--- config.mk ---
export PLATFORM = sky130hd
export DESIGN_NAME = matrix_read_data
export DESIGN_NICKNAME = d
export VERILOG_FILES = /design/src/rtl/matrix_pkg.sv /design/src/rtl/matrix_len_calc.sv /design/src/rtl/matrix_read_data.sv
export SDC_FILE = /design/constraint.sdc
export NUM_CORES = 1
export LEC_CHECK = 0
export CAP_MARGIN = 20
export CELL_PAD_IN_SITES_DETAIL_PLACEMENT = 0
export CELL_PAD_IN_SITES_GLOBAL_PLACEMENT = 1
export CORE_MARGIN = 2
export CORE_UTILIZATION = 42
export CTS_BUF_LIST = sky130_fd_sc_hd__clkbuf_8 sky130_fd_sc_hd__clkbuf_16
export CTS_CLUSTER_SIZE = 10
export DETAILED_ROUTE_END_ITERATION = 12
export GPL_TIMING_DRIVEN = 1
export PLACE_DENSITY = 0.95
export SLEW_MARGIN = 5
export SYNTH_ARGS = -nofsm -noshare
export SYNTH_HDL_FRONTEND = slang
export SYNTH_HIERARCHICAL = 1
export SYNTH_SLANG_ARGS = --single-unit
--- constraint.sdc ---
create_clock -name i_clk -period 4.2 [get_ports i_clk]
set_input_delay 0.42 -clock i_clk [delete_from_list [all_inputs] [get_ports i_clk]]
set_output_delay 0.42 -clock i_clk [all_outputs]
set_load 0.1 [all_outputs]
--- src/rtl/matrix_pkg.sv ---
// Shared types and constants for the matrix coprocessor read/write paths.
// Holds the sequencer state encoding and the matrix size codes.
package matrix_pkg;

    localparam int MAX_DIM = 5;
    localparam int MIN_DIM = 2;
    localparam int ADDR_W  = 5;

    // size_y code selecting a full-matrix result
    localparam logic [7:0] SIZE_FULL  = 8'd0;
    // byte count of a scalar result
    localparam logic [7:0] SCALAR_LEN = 8'd1;

    typedef enum logic [2:0] {
        ST_IDLE,
        ST_CALC,
        ST_HDR,
        ST_READ,
        ST_WAIT,
        ST_SEND,
        ST_DONE
    } state_t;

endpackage

--- src/rtl/matrix_len_calc.sv ---
// Maps a matrix size code to its result length in bytes.
// Shared with the write path so both ends agree on lengths.
module matrix_len_calc #(
    parameter int MAX_DIM = matrix_pkg::MAX_DIM
) (
    input  logic [7:0] size_x,
    input  logic [7:0] size_y,
    output logic [7:0] len,
    output logic       legal
);
    import matrix_pkg::*;

    // square of size_x for a full result, one byte for a scalar
    always_comb begin
        legal = (size_x >= 8'(MIN_DIM)) && (size_x <= 8'(MAX_DIM));
        len   = 8'd0;
        if (legal) begin
            if (size_y == SIZE_FULL)
                len = 8'(size_x * size_x);
            else
                len = SCALAR_LEN;
        end
    end

endmodule

--- src/rtl/matrix_read_data.sv ---
// Result read-out sequencer: result RAM -> byte stream to the UART TX path.
// Define MATRIX_READ_HEADER_EN to prefix the stream with a length byte.
module matrix_read_data #(
    parameter int MAX_DIM = matrix_pkg::MAX_DIM,
    parameter int ADDR_W  = matrix_pkg::ADDR_W
) (
    input  logic              i_clk,
    input  logic              reset,
    input  logic              i_start,
    input  logic [7:0]        size_x,
    input  logic [7:0]        size_y,
    output logic              o_rd_en,
    output logic [ADDR_W-1:0] o_rd_addr,
    input  logic [7:0]        i_rd_data,
    output logic [7:0]        o_tx_data,
    output logic              o_tx_valid,
    input  logic              i_tx_ready,
    output logic              o_busy,
    output logic              o_done,
    output logic              o_err,
    output logic [7:0]        mat_data_len
);
    import matrix_pkg::*;

    state_t     state;
    logic [7:0] idx;
    logic [7:0] calc_len;
    logic       calc_legal;

    matrix_len_calc #(
        .MAX_DIM (MAX_DIM)
    ) u_len (
        .size_x (size_x),
        .size_y (size_y),
        .len    (calc_len),
        .legal  (calc_legal)
    );

    // sequencer: all outputs are registered and change on state transitions
    always_ff @(posedge i_clk or negedge reset) begin
        if (!reset) begin
            state        <= ST_IDLE;
            idx          <= 8'd0;
            o_rd_en      <= 1'b0;
            o_rd_addr    <= '0;
            o_tx_data    <= 8'd0;
            o_tx_valid   <= 1'b0;
            o_busy       <= 1'b0;
            o_done       <= 1'b0;
            o_err        <= 1'b0;
            mat_data_len <= 8'd0;
        end else begin
            o_rd_en <= 1'b0;
            o_done  <= 1'b0;
            o_err   <= 1'b0;
            unique case (state)
                ST_IDLE: begin
                    if (i_start) begin
                        state        <= ST_CALC;
                        idx          <= 8'd0;
                        o_busy       <= 1'b1;
                        mat_data_len <= calc_len;
                        o_err        <= !calc_legal;
                    end
                end
                ST_CALC: begin
                    if (o_err) begin
                        state  <= ST_IDLE;
                        o_busy <= 1'b0;
                    end else begin
`ifdef MATRIX_READ_HEADER_EN
                        state      <= ST_HDR;
                        o_tx_data  <= mat_data_len;
                        o_tx_valid <= 1'b1;
`else
                        state     <= ST_READ;
                        o_rd_en   <= 1'b1;
                        o_rd_addr <= '0;
`endif
                    end
                end
`ifdef MATRIX_READ_HEADER_EN
                ST_HDR: begin
                    if (i_tx_ready) begin
                        state      <= ST_READ;
                        o_tx_valid <= 1'b0;
                        o_rd_en    <= 1'b1;
                        o_rd_addr  <= '0;
                    end
                end
`endif
                ST_READ: begin
                    state <= ST_WAIT;
                end
                ST_WAIT: begin
                    state      <= ST_SEND;
                    o_tx_data  <= i_rd_data;
                    o_tx_valid <= 1'b1;
                end
                ST_SEND: begin
                    if (i_tx_ready) begin
                        o_tx_valid <= 1'b0;
                        if ((idx + 8'd1) < mat_data_len) begin
                            state     <= ST_READ;
                            idx       <= idx + 8'd1;
                            o_rd_en   <= 1'b1;
                            o_rd_addr <= ADDR_W'(idx + 8'd1);
                        end else begin
                            state  <= ST_DONE;
                            o_done <= 1'b1;
                        end
                    end
                end
                ST_DONE: begin
                    state  <= ST_IDLE;
                    o_busy <= 1'b0;
                end
                default: begin
                    state  <= ST_IDLE;
                    o_busy <= 1'b0;
                end
            endcase
        end
    end

endmodule
; Word level (Yosys, flattened, before mapping)
; Index checks and enable logic that the tools add are counted.
[word_totals]
regBits = 37
in_bits = 28
output_inout_bits = 26
elab_cells = 68
[classes]
addsub = 1
multipliers = 1
n_lt_le_gt_ge = 3
eq_ne = 9
n_mux = 29
n_bitwise = 1
n_reduce_logical = 14
[ops]
columns = cell, n
row1 = $mux W8, 5
row2 = $pmux W8 S2, 1
row3 = $mux W5, 3
row4 = $pmux W3 S5, 1
row5 = $mux W1, 11
row6 = $ne A2 B2 Y1 const B, 5
row7 = $pmux W5 S2, 1
row8 = $mux W3, 3
row9 = $add A8 B1 Y8 const B, 1
row10 = $ge A8 B2 Y1 const B, 1
row11 = $le A8 B3 Y1 const B, 1
row12 = $logic_not A8 Y1, 1
row13 = $lt A8 B8 Y1, 1
row14 = $mul A8 B8 Y8, 1
row15 = $reduce_and A4 Y1, 2
row16 = $eq A3 B3 Y1 const B, 2
row17 = $reduce_and A2 Y1, 3
row18 = $reduce_bool A2 Y1, 3
row19 = $pmux W1 S2, 2
row20 = $eq A3 B1 Y1 const B, 1
row21 = $eq A3 B2 Y1 const B, 1
row22 = $logic_not A3 Y1, 1
row23 = $pmux W1 S3, 1
row24 = $reduce_and A3 Y1, 1
row25 = other kinds (5), 5

; Depth between registers and ports, before layout
[logic_depth]
depth_word = 5
depth_mapped = 17
depth_no_buf = 16

; Hierarchy
; Netlist, hierarchy kept.
[by_module_without_submodules]
columns = mod, instances, cells_per_inst, area_each_um2, seq_area_each_um2
row1 = matrix_read_data, 1, 161, 1736.7, 925.9
row2 = matrix_len_calc, 1, 83, 688.2, 0.0

; Least setup slack after synthesis
; OpenSTA, ideal clock, no wires.
[synth_timing]
path_kind = input -> register
start = input size_x[1]
end = register mat_data_len[7]
setup_time_ns = 0.131
arrival_ns = 3.486
required_ns = 4.069
path_slack_ns = 0.582
cell_stages = 17
n_path_buf = 1
cell_sequence = clkbuf_1 > and2_1 > xor2_1 > ha_1 > a21o_1 > fa_1 > ha_1 > inv_1 > fa_1 > inv_1 > ha_1 > a21o_1 > a21oi_1 > xnor2_1 > nor2_1 > nand2_1 > o21ai_0
[synth_between]
elab_chain_cells = 3
word_cells_on_any_way = 6
classes_between = mul: 1 / order compare: 2 / mux: 2 / reduce/logical: 1
[synth_lines]
columns = item, line
row1 = "start, declared", matrix_read_data.sv:10  ; input logic [7:0] size_x,
row2 = $mul A8 B8 Y8 (tied with other cells), matrix_len_calc.sv:19  ; len = 8'(size_x * size_x);
row3 = $mux W8 / $logic_and A1 B1 Y1 (equally long branches), "matrix_len_calc.sv:18, matrix_len_calc.sv:15"
row4 = $mux W8 (*), matrix_len_calc.sv:17  ; if (legal) begin
row5 = via calc_len[7], matrix_read_data.sv:27  ; logic [7:0] calc_len;
row6 = "end signal, assigned", matrix_read_data.sv:62  ; mat_data_len <= calc_len;
row7 = "end, declared", matrix_read_data.sv:21  ; output logic [7:0] mat_data_len
; Mark *: on every way through the listed nets, which the timed path passes. The rest lies on a longest branch.
; A chain may end at the register's enable or synchronous reset.

; Worst setup path after layout
[layout_timing]
start = input size_x[4]
end = register mat_data_len[7]
; The elaborated chain is that of the path after synthesis.

==> impl_metrics.csv <==
group,metric,value,unit
grt,grt_max_degree,38,
detailed_routing,detail-route-antenna-nets,0,
placement,port_buffers,53,
cts,post_cts_resize_count,0,
yosys,synth_cell_type_count,43,
cells_and_area,layout.nets,358,
cells_and_area,final-seq-area,926,um^2
die,chipWidth,80.0,um
timing,setup_tns,0,ns
min_path,type_of_the_tightest_min_delay_check,"register to register",
grt,grt_overflow,0,
timing,period_utilisation_layout,89.9,%
grt,grt_pass1_vias,1966,
worst_setup_path,cp_data_required_time,4.37,ns
detailed_routing,initialDrtViolationCount,95,
detailed_routing,drt-wirelength-per-cell,13.4,um
die,ios,54,
flow_run,max_cap_viol_count,0,
cts,postCtsSetupRepairBufs,0,
min_path,hold_path.startpoint,"o_tx_valid$_DFFE_PN0P_",
min_path,holdPathEnd,"o_tx_valid$_DFFE_PN0P_",
cells_and_area,mostFrequentLayoutCell,"sky130_fd_sc_hd__clkdlybuf4s50_1",
cts,tritoncts.num_buffers,5,
yosys,post_synth_inst_count,244,
worst_setup_path,top_fanout_value_on_the_critical_path,5,
timing,rsz0062_at_grt,"false",
placement,placement.cell_area,3040,um^2
detailed_routing,detailroute.via_count,1869,
cells_and_area,fin_area,3160,um^2
cts,clockBufferDepth,2,
cts,clk-insertion-delay-late,0.30,ns
timing,final-setup-viol-count,0,
timing,worst_slew_pin_slew,0.989,ns
timing,hold_viol,0,
cts,count_of_hold_buffers_inserted_by_post_cts_repair,0,
yosys,synth-main-ff-cell,"sky130_fd_sc_hd__dfrtp_1",
power,power.ir.vdd_worst,0.501,mV
worst_setup_path,crit-reg2reg-capture,"idx[4]$_DFFE_PN0P_",
cts,clk_pin_slew_worst_paths,0.08,ns
placement,place_congestion,0.777,
timing,max_slew_vio_count,0,
cells_and_area,multiInputGateArea,1360,um^2
cells_and_area,area_delta_synth_final,30.3,%
power,total_chip_power,2.00,mW
yosys,synth-edff-count,0,
yosys,synth_async_sr_flop_share,100,%
yosys,yosysWarnings,6,
worst_setup_path,timing.setup.critical_path_class,"primary input to register",
detailed_routing,post-route-drc-count,0,
worst_setup_path,crit_path_start_kind,"primary input",
timing,min_clock_period_post_route,3.77,ns
timing,achievable_clock_frequency,0.265,GHz
die,rows,27,
die,overall_die_height,80.0,um
worst_setup_path,worst-r2r-cell-count,10,
min_path,worst_hold_path.num_cells,1,
yosys,net_count_of_the_mapped_netlist,300,
cells_and_area,insertedDiodeCount,0,
power,leakagePower,1.54,nW
die,coreArea,5540,um^2
power,pwr_density_cell,632,nW/um^2
cts,cts_root_buffer,"sky130_fd_sc_hd__clkbuf_8",
timing,timing.slew.headroom,33.9,%
yosys,seq_area_frac_synth,38.2,%
die,effective_utilization_at_floorplan,43.8,%
worst_setup_path,worst_r2r_startpoint,"idx[0]$_DFFE_PN0P_",
status,run_status,"finished clean",
grt,first_pass_grt_wire_length,8960,um
detailed_routing,routed_wirelength,5010,um
detailed_routing,vias_per_cell,4.98,
timing,worst_clock_skew,0.00672,ns
yosys,post_syn_area,2420,um^2
cts,numClockSinks,37,
detailed_routing,first_pass_iteration_count_of_the_detailed_router,4,
yosys,postSynthAreaPerCell,9.94,um^2
cells_and_area,fill_cells,487,
grt,grt_usage,18.0,%
placement,dpl.hpwl,3940,um
cts,cts_tree,"yes",
cts,h-tree-depth,2,
worst_setup_path,worstSetupEndpointType,"register",
worst_setup_path,setup.reg_to_reg.worst_slack,1.47,ns
grt,grt_antenna_before_repair,0,
die,dieArea,6400,um^2
cells_and_area,layout_common_cells,"53 x sky130_fd_sc_hd__clkdlybuf4s50_1, 37 x sky130_fd_sc_hd__dfrtp_1, 28 x sky130_fd_sc_hd__inv_1",
yosys,synth_seq_cells,37,
worst_setup_path,worstPathArrival,3.94,ns
cells_and_area,drive_gt1_share,11.2,%
## routing by layer
| metal | wire length [um] | vias up | track usage (%) |
|---|---|---|---|
| met5 | 0 | - | 0 |
| met4 | 61 | 0 | 5.93 |
| met3 | 253 | 9 | 3.96 |
| met2 | 2300 | 47 | 27.6 |
| met1 | 2390 | 882 | 25.2 |
| li1 | - | 931 | - |
## worst max-delay path by stage
stage,from,end,slack [ns],cells past startpoint
after floorplan,size_x[1],mat_data_len[7]$_DFFE_PN0P_,0.58,17
after global placement,size_x[4],mat_data_len[7]$_DFFE_PN0P_,0.17,17
after detailed placement,size_x[4],mat_data_len[7]$_DFFE_PN0P_,0.07,17
after CTS,size_x[4],mat_data_len[7]$_DFFE_PN0P_,0.41,17
after global routing,size_x[4],mat_data_len[7]$_DFFE_PN0P_,0.23,17
final,size_x[4],mat_data_len[7]$_DFFE_PN0P_,0.43,17
## where the power goes
part | internal [mW] | total (mW) | switching (mW) | leakage, nW
registers | 0.448 | 0.524 | 0.0762 | 0.487
logic | 0.345 | 1.15 | 0.804 | 0.996
clock network | 0.193 | 0.325 | 0.132 | 0.0574
## registers in the layout, summed over array words and instances, names as in the netlist
name	cells
o_busy	1
o_done	1
idx	8
o_rd_addr	5
o_rd_en	1
o_err	1
state	3
o_tx_data	8
o_tx_valid	1
mat_data_len	8
## per-stage QoR
step	setup WS [ns]	hold WS, ns	utilization (%)	cells
4_1_cts	0.413	0.488	57.0	375
5_1_grt	0.227	0.511	57.0	375
2_1_floorplan	0.582	0.124	-	244
3_3_place_gp	0.167	0.461	54.9	367
6_report	0.426	0.483	57.0	375
3_5_place_dp	0.0674	0.470	54.9	367
## synth_stat cells, drive strengths merged, types with 2 or more instances
cell type  number  share of area (%)
a211o           2               0.77
a21o            9                2.8
a21oi          10                2.2
a22o            6                2.2
and2           10                2.6
and3            5                1.3
buf             3               0.98
clkbuf          3               0.46
dfrtp          37                 38
fa              8                6.6
ha             20                 10
inv            28                4.3
mux2            8                3.7
nand2          26                4.3
nand3           9                1.9
nor2           17                2.7
nor2b           2               0.62
nor3            2                1.1
nor4            2               0.52
o21a            2               0.62
o21ai          10                2.1
xnor2           6                2.2
xor2            9                3.3
## cell families after synthesis
group	count (synthesis)	share of synthesized area, %
other cells	1	0.155
compound gates	45	13.5
flops	37	38.2
fa+ha+maj	28	16.9
xor+xnor	15	5.42
simple gates	76	16.3
mux	8	3.72
buf+inv	34	5.78
## final cells by class
type	instances	share of cell area, %
sequential	37	29.3
clock inverter	2	1.19
tap	72	2.85
clock buffer	6	2.61
multi-input combinational	173	43.0
inverter	28	3.33
timing repair buffer	57	17.7
## worst max-delay path, stage by stage
cell                              delay (ns)
sky130_fd_sc_hd__clkdlybuf4s50_1        0.47
sky130_fd_sc_hd__and2_1                 0.22
sky130_fd_sc_hd__xor2_1                 0.17
sky130_fd_sc_hd__ha_1                   0.18
sky130_fd_sc_hd__a21o_1                 0.16
sky130_fd_sc_hd__fa_1                   0.44
sky130_fd_sc_hd__ha_1                   0.28
sky130_fd_sc_hd__inv_1                  0.05
sky130_fd_sc_hd__fa_1                   0.52
sky130_fd_sc_hd__inv_1                  0.04
sky130_fd_sc_hd__ha_1                   0.32
sky130_fd_sc_hd__a21o_1                 0.19
sky130_fd_sc_hd__a21oi_1                0.16
sky130_fd_sc_hd__xnor2_1                0.13
sky130_fd_sc_hd__nor2_1                 0.06
sky130_fd_sc_hd__nand2_1                0.05
sky130_fd_sc_hd__o21ai_0                0.08
No activity file was read; power rests on OpenSTA's default activity.
